--- src/rtl/fetch_pkg.sv ---
// Shared fetch-stage types and constants; the IF/ID struct is also consumed by decode.
package fetch_pkg;

    localparam logic [31:0] RESET_VECTOR_DEFAULT = 32'hBFC0_0000;
    localparam int          ROM_BYTES_DEFAULT    = 4096;
    localparam logic [31:0] NOP_INSTR            = 32'h0000_0013;

    typedef struct packed {
        logic        valid;
        logic        fault;
        logic [31:0] pc;
        logic [31:0] pc_plus4;
        logic [31:0] instr;
    } if_id_t;

    // A bubble keeps the pc fields of the entry it replaces.
    function automatic if_id_t if_id_bubble(input if_id_t cur);
        if_id_t b;
        b       = cur;
        b.valid = 1'b0;
        b.fault = 1'b0;
        b.instr = NOP_INSTR;
        return b;
    endfunction

endpackage

--- src/rtl/pc_reg.sv ---
// Program counter register with next-PC selection and ROM-window legality check.
module pc_reg
    import fetch_pkg::*;
#(
    parameter int                         ADDRESS_WIDTH = 32,
    parameter logic [ADDRESS_WIDTH-1:0]   RESET_VECTOR  = RESET_VECTOR_DEFAULT,
    parameter int                         ROM_BYTES     = ROM_BYTES_DEFAULT
) (
    input  logic                     clk,
    input  logic                     rst,
    input  logic                     stall_i,
    input  logic                     redirect_i,
    input  logic [ADDRESS_WIDTH-1:0] redirect_target_i,
    output logic [ADDRESS_WIDTH-1:0] pc_o,
    output logic                     legal_o
);

    localparam logic [ADDRESS_WIDTH-1:0] PC_FIRST = RESET_VECTOR;
    localparam logic [ADDRESS_WIDTH-1:0] PC_LAST  = RESET_VECTOR + ADDRESS_WIDTH'(ROM_BYTES - 4);

    logic [ADDRESS_WIDTH-1:0] pc_q;
    logic [ADDRESS_WIDTH-1:0] pc_d;

    always_comb begin
        pc_d = pc_q;
        if (redirect_i) begin
            pc_d = {redirect_target_i[ADDRESS_WIDTH-1:2], 2'b00};
        end else if (!stall_i) begin
            pc_d = pc_q + ADDRESS_WIDTH'(4);
        end
    end

    always_ff @(posedge clk or posedge rst) begin
        if (rst) begin
            pc_q <= RESET_VECTOR;
        end else begin
            pc_q <= pc_d;
        end
    end

    // Unsigned compare against the last word so PC wrap past 2^32 reads as illegal.
    assign legal_o = (pc_q[1:0] == 2'b00) && (pc_q >= PC_FIRST) && (pc_q <= PC_LAST);
    assign pc_o    = pc_q;

endmodule

--- src/rtl/fetch_stage_ctrl.sv ---
// Fetch stage: drives the ROM address from the PC and fills the IF/ID register.
module fetch_stage_ctrl
    import fetch_pkg::*;
#(
    parameter int                         ADDRESS_WIDTH     = 32,
    parameter int                         INSTRUCTION_WIDTH = 32,
    parameter logic [ADDRESS_WIDTH-1:0]   RESET_VECTOR      = RESET_VECTOR_DEFAULT,
    parameter int                         ROM_BYTES         = ROM_BYTES_DEFAULT
) (
    input  logic                         clk,
    input  logic                         rst,
    output logic [ADDRESS_WIDTH-1:0]     imem_addr_o,
    input  logic [INSTRUCTION_WIDTH-1:0] imem_rd_i,
    input  logic                         stall_i,
    input  logic                         flush_i,
    input  logic                         redirect_i,
    input  logic [ADDRESS_WIDTH-1:0]     redirect_target_i,
    output logic                         if_id_valid_o,
    output logic [ADDRESS_WIDTH-1:0]     if_id_pc_o,
    output logic [ADDRESS_WIDTH-1:0]     if_id_pc_plus4_o,
    output logic [INSTRUCTION_WIDTH-1:0] if_id_instr_o,
    output logic                         if_id_fault_o
);

    logic [ADDRESS_WIDTH-1:0] pc;
    logic                     pc_legal;
    if_id_t                   if_id_q;
    if_id_t                   if_id_d;

    pc_reg #(
        .ADDRESS_WIDTH (ADDRESS_WIDTH),
        .RESET_VECTOR  (RESET_VECTOR),
        .ROM_BYTES     (ROM_BYTES)
    ) u_pc_reg (
        .clk               (clk),
        .rst               (rst),
        .stall_i           (stall_i),
        .redirect_i        (redirect_i),
        .redirect_target_i (redirect_target_i),
        .pc_o              (pc),
        .legal_o           (pc_legal)
    );

    always_comb begin
        if_id_d = if_id_q;
        if (redirect_i || flush_i) begin
            if_id_d = if_id_bubble(if_id_q);
        end else if (!stall_i) begin
            if_id_d.valid    = 1'b1;
            if_id_d.fault    = !pc_legal;
            if_id_d.pc       = pc;
            if_id_d.pc_plus4 = pc + ADDRESS_WIDTH'(4);
            if_id_d.instr    = pc_legal ? imem_rd_i : NOP_INSTR;
        end
    end

    always_ff @(posedge clk or posedge rst) begin
        if (rst) begin
            if_id_q.valid    <= 1'b0;
            if_id_q.fault    <= 1'b0;
            if_id_q.pc       <= '0;
            if_id_q.pc_plus4 <= '0;
            if_id_q.instr    <= NOP_INSTR;
        end else begin
            if_id_q <= if_id_d;
        end
    end

    assign imem_addr_o      = pc;
    assign if_id_valid_o    = if_id_q.valid;
    assign if_id_fault_o    = if_id_q.fault;
    assign if_id_pc_o       = if_id_q.pc;
    assign if_id_pc_plus4_o = if_id_q.pc_plus4;
    assign if_id_instr_o    = if_id_q.instr;

endmodule

--- config.mk ---
export PLATFORM = sky130hd
export DESIGN_NAME = fetch_stage_ctrl
export DESIGN_NICKNAME = d
export VERILOG_FILES = /design/src/rtl/fetch_pkg.sv /design/src/rtl/pc_reg.sv /design/src/rtl/fetch_stage_ctrl.sv
export SDC_FILE = /design/constraint.sdc
export NUM_CORES = 1
export LEC_CHECK = 0
export CAP_MARGIN = 20
export CORE_ASPECT_RATIO = 1.25
export CORE_MARGIN = 1.5
export CORE_UTILIZATION = 46
export CTS_CLUSTER_SIZE = 10
export DETAILED_ROUTE_END_ITERATION = 16
export GPL_ROUTABILITY_DRIVEN = 0
export GPL_TIMING_DRIVEN = 0
export PLACE_DENSITY_LB_ADDON = 0.3
export SYNTH_ARGS = -nofsm -noshare
export SYNTH_HDL_FRONTEND = slang
export SYNTH_SLANG_ARGS = --single-unit
--- constraint.sdc ---
create_clock -name clk -period 5.1 [get_ports clk]
set_input_delay 1.02 -clock clk [delete_from_list [all_inputs] [get_ports clk]]
set_output_delay 1.02 -clock clk [all_outputs]
set_load 0.01 [all_outputs]
* After elaboration in Yosys (flattened, before gate mapping)
Index checks and enable logic that the tools add are counted.
Operators by class: bitwise logic cells 2, muxes and demuxes 5, reduce and logical (&&, ||, !) cells 6, $add $sub $neg 1, equality and inequality tests 2, magnitude comparators 2
Operators with widths (count):
- $mux 98 | 2
- $mux 32 | 3
- $add 32x3->32 const B | 1
- $ge 32x32->1 const B | 1
- $le 32x32->1 const B | 1
- $ne 2x1->1 const B | 2
- $logic_and 1x1->1 | 2
- $logic_not 2->1 | 1
- $not 1->1 | 2
- $reduce_and 2->1 | 1
- $logic_not 1->1 | 1
- $logic_or 1x1->1 | 1
Word-level totals: output and inout port bits 130, bits in registers 130, input port bits 69, logic and storage cells 24

* Logic depth before layout (Yosys ltp)
depth in word-level cells 6, depth in mapped cells 8, depth with buffers taken out 6

* By module
Synthesis repeated with hierarchy kept, for this count alone.
Second synthesis, totals: cells, all modules 606, area total of the unflattened synthesis 5898.2 µm²
Modules (own cells, without submodules):
- fetch_stage_ctrl | instances 1, area an instance 4066.4 µm², sequential area each 2406.1 µm², cells each 398
- pc_reg | instances 1, area an instance 1831.8 µm², sequential area each 762.0 µm², cells each 208

* Worst setup path after synthesis
OpenSTA, ideal clock, no wires.
path type input to register, start input port stall_i, end register u_pc_reg.pc_q[25] (netlist: u_pc_reg.pc_o[25]), stages on the path 6, buffers on the path 1, arrival time 2302 ps, path slack 2716 ps, library setup time 82 ps, required time 5018 ps, cell sequence buf_2 > nand4b_1 > nor3_2 > nand2_1 > xnor2_1 > mux2_2
Between the ends: cells in the longest elaborated chain, start to end 1
Ends and longest elaborated chain:
- start, declared | RTL line fetch_stage_ctrl.sv:14 | input logic stall_i,
- $ne 2x1->1 (no source line)
- end signal, assigned | RTL line pc_reg.sv:37 | pc_q <= pc_d;
- end, declared | RTL line pc_reg.sv:21 | logic [ADDRESS_WIDTH-1:0] pc_q;
Every way passes these cells. A chain may end at the register's enable or synchronous reset.

* Worst setup path after layout
start register u_pc_reg.pc_q[24] (netlist: u_pc_reg.pc_o[24]), end output port imem_addr_o[24]
RTL lines:
- end, declared | RTL line fetch_stage_ctrl.sv:12 | output logic [ADDRESS_WIDTH-1:0] imem_addr_o,
No word-level cell between the ends.

==> summary.txt <==
Worst setup path
  • Crit end category: primary output
  • Crit Path Category: register to primary output
  • Max FO, Critical Path: 6
  • Required @ worst endpoint: 4080 ps
  • Critical path, cell by cell: clkdlybuf4s50_1
  • Critical path's top delay family: flip-flops
  • CP peak stage delay: 610 ps
  • Critical path arrival: 1590 ps
  • CP Buf/Inv Count: 1
  • Critical path's slowest cell: dfstp_2
  • Worst setup SP type: register

Final layout
  • Final Util: 69.7%
  • Final #Nets: 878
  • Most frequent cells in the layout: clkdlybuf4s50_1 (188), nand2_1 (162), dfrtp_1 (112)
  • Final instance area: 0.00847 mm²
  • Syn-to-layout area delta: 47.6%
  • Finished Layout Cells: 984
  • Commonest non-fill, non-tap cell in the layout: clkdlybuf4s50_1
  • N_diodes: 0
  • Share of layout cells above drive strength 1: 9.88%

Detailed routing
  • ANT nets after route: 0
  • DRC errors left: 0
  • Via Count: 5094
  • Initial DRT Pass Iterations: 4
  • DRT iter0 DRCs: 312
  • Vias per inst: 5.18
  • WL per Instance: 17.1 µm
  • Final WL: 16800 µm

Clock tree
  • Clock transition at the registers of the reported paths: 60 ps
  • Worst-skew pair later-pin latency: 420 ps
  • CTS tree: done
  • Post-CTS setup buffer count: 0
  • CTS resizes: 0
  • Htree depth: 4
  • CTS Buffer Depth: 2
  • Hold_buf cts: 0
  • # clock sinks: 124
  • CTS buffer count: 17
  • Root buf cell: clkbuf_16

Floorplanning
  • Die height: 128 µm
  • Initial Utilization: 47.2%
  • # IOs: 199
  • Core area: 0.0122 mm²
  • Die area: 0.0132 mm²
  • Site Rows: 45
  • Die W: 103 µm

Worst hold path
  • Worst Hold Class: register to register

Yosys
  • Post-Syn Instances: 594
  • Most common flop cell mapped by yosys: dfrtp_1
  • Number of synthesis warnings: 0
  • Post-synth cell types: 40
  • Synth area leaders: dfrtp_1 (49%), nand2_1 (11%), dfstp_2 (5.5%)
  • Number of flops mapped to enable cells by yosys: 0
  • Mapped Area: 0.00574 mm²
  • Share of the synthesized area in the top cell type: 48.8%
  • FF+latch count, synth: 124
  • Ys async rst share: 100%
  • Synthesized area per cell: 9.66 µm²
  • Seq/Total Area, Yosys: 54.3%
  • Leading area contributor after synthesis: dfrtp_1

Global routing
  • First-pass GRT wire length: 26300 µm
  • GRT Total Usage: 26.4%
  • Largest net degree at the start of global routing: 73
  • Gr ovfl total: 0
  • Vias in the first global route: 5180
  • Initial antenna violation count: 0

Timing
  • RSZ-0062 raised after global routing: no
  • Setup TNS: 0 ps
  • Pins over their slew limit: 0
  • Min cycle time layout: 2610 ps
  • Final worst-path cycle share: 51.1%
  • Final setup vio count: 0
  • Fmax: 0.383 GHz
  • Slew headroom: 42.5%
  • Hold Vio Cnt, Final: 0
  • Worst-Margin Slew: 856 ps
  • Clk_skew: 8.45 ps

Place
  • Placed Area: 0.00788 mm²
  • Port bufs: 188
  • Post-DP HPWL: 12300 µm
  • Dpl cells: 952

Flow run
  • Max cap viols: 0

Power
  • Clock network fraction of design power: 40.6%
  • Combinational Power Share: 19.9%
  • Internal power: 2.19 mW
  • Overall power: 2.97 mW
  • Psw: 0.786 mW
  • Switching Fraction: 26.4%
  • Pleak: 3.66 nW
  • Flop pwr share: 39.5%
  • PwrDens: 351 mW/mm²
  • VDD IR-drop max: 0.222 mV

Run status
  • Status: completed
-- power groups by stage --
stage | Sequential, mW | Clock (mW) | Combinational (mW)
after global placement | 1.19 | 0 | 0.576
after floorplan | 1.23 | 0 | 0.198
after detailed placement | 1.19 | 0 | 0.589
after CTS | 1.17 | 1.22 | 0.596
final | 1.18 | 1.21 | 0.592
after global routing | 1.19 | 1.26 | 0.640
-- path summary, 6_finish.rpt --
path                       cells past startpoint                               end                           from  slack [ps]
setup / recovery                               1                   imem_addr_o[24]  u_pc_reg.pc_o[24]$_DFFE_PP1N_        2490
hold / removal                                 2        if_id_pc_o[29]$_DFFE_PP0P_     if_id_pc_o[29]$_DFFE_PP0P_         470
setup reg to reg                               6  if_id_pc_plus4_o[30]$_DFFE_PP0P_   u_pc_reg.pc_o[2]$_DFFE_PP0N_        2810
hold reg to reg                                2        if_id_pc_o[29]$_DFFE_PP0P_     if_id_pc_o[29]$_DFFE_PP0P_         470
max in group asynchronous                      3     u_pc_reg.pc_o[31]$_DFFE_PP1N_                            rst        3340
min in group asynchronous                      2      if_id_instr_o[5]$_DFFE_PP0P_                            rst        1020
-- through the flow --
stage               worst slack [ps]  hold WS [ps]
floorplan                        801           506
global placement                -804           460
detailed placement              2100           461
CTS                             2480           476
global route                    2370           498
finish                          2490           472
-- layout make-up --
class                           instances  area (µm²)
Fill cell                             970        3690
Multi-Input combinational cell        409        2270
Clock buffer                           20         447
Inverter                               12        50.0
Sequential cell                       124        3120
Clock inverter                         12         146
Buffer                                 54         329
Timing Repair Buffer                  189        1910
Tap cell                              164         205
-- metal layers --
layer | share of wire, % | wire [µm] | GRT usage, % | vias to the layer above
met5 | 0 | 0 | 0 | -
met4 | 3.8 | 636 | 12.9 | 0
met3 | 7.2 | 1210 | 6.82 | 50
met2 | 49 | 8180 | 43.3 | 246
met1 | 40 | 6780 | 31.9 | 2414
li1 | - | - | - | 2384
-- synth_stat cells, drive strengths merged, types with 2 or more instances --
cell           n
nand4          9
nand2        162
o21ai         66
clkbuf        25
inv           12
nand4b         2
xor2          33
buf           27
and2           2
nand3         22
a22o          29
nor4           9
or3            2
and3           4
a21oi          3
dlygate4sd1    2
dfstp         12
ha             2
xnor2         24
nor3           8
dfrtp        112
nor2          18
-- registers in the layout, summed over array words and instances, names as in the netlist --
register	count
if_id_instr_o	32
if_id_valid_o	1
if_id_pc_plus4_o	30
u_pc_reg.pc_o	30
if_id_pc_o	30
if_id_fault_o	1
-- kinds of logic (layout without fill, tap and decap cells) --
logic type / count (synthesis) / count (layout) / share of synthesized area, %
DFF: 124 / 124 / 54.3
adders and majority gates: 2 / 2 / 0.436
and+or+nand+nor: 243 / 243 / 18.9
AOI/OAI and AO/OA: 99 / 99 / 10.6
xor gates and xnor gates: 57 / 57 / 8.70
other: 1 / 6 / 0.0653
buffers and inverters: 66 / 287 / 6.52
muxes: 2 / 2 / 0.371
No activity file was read; power rests on OpenSTA's default activity.
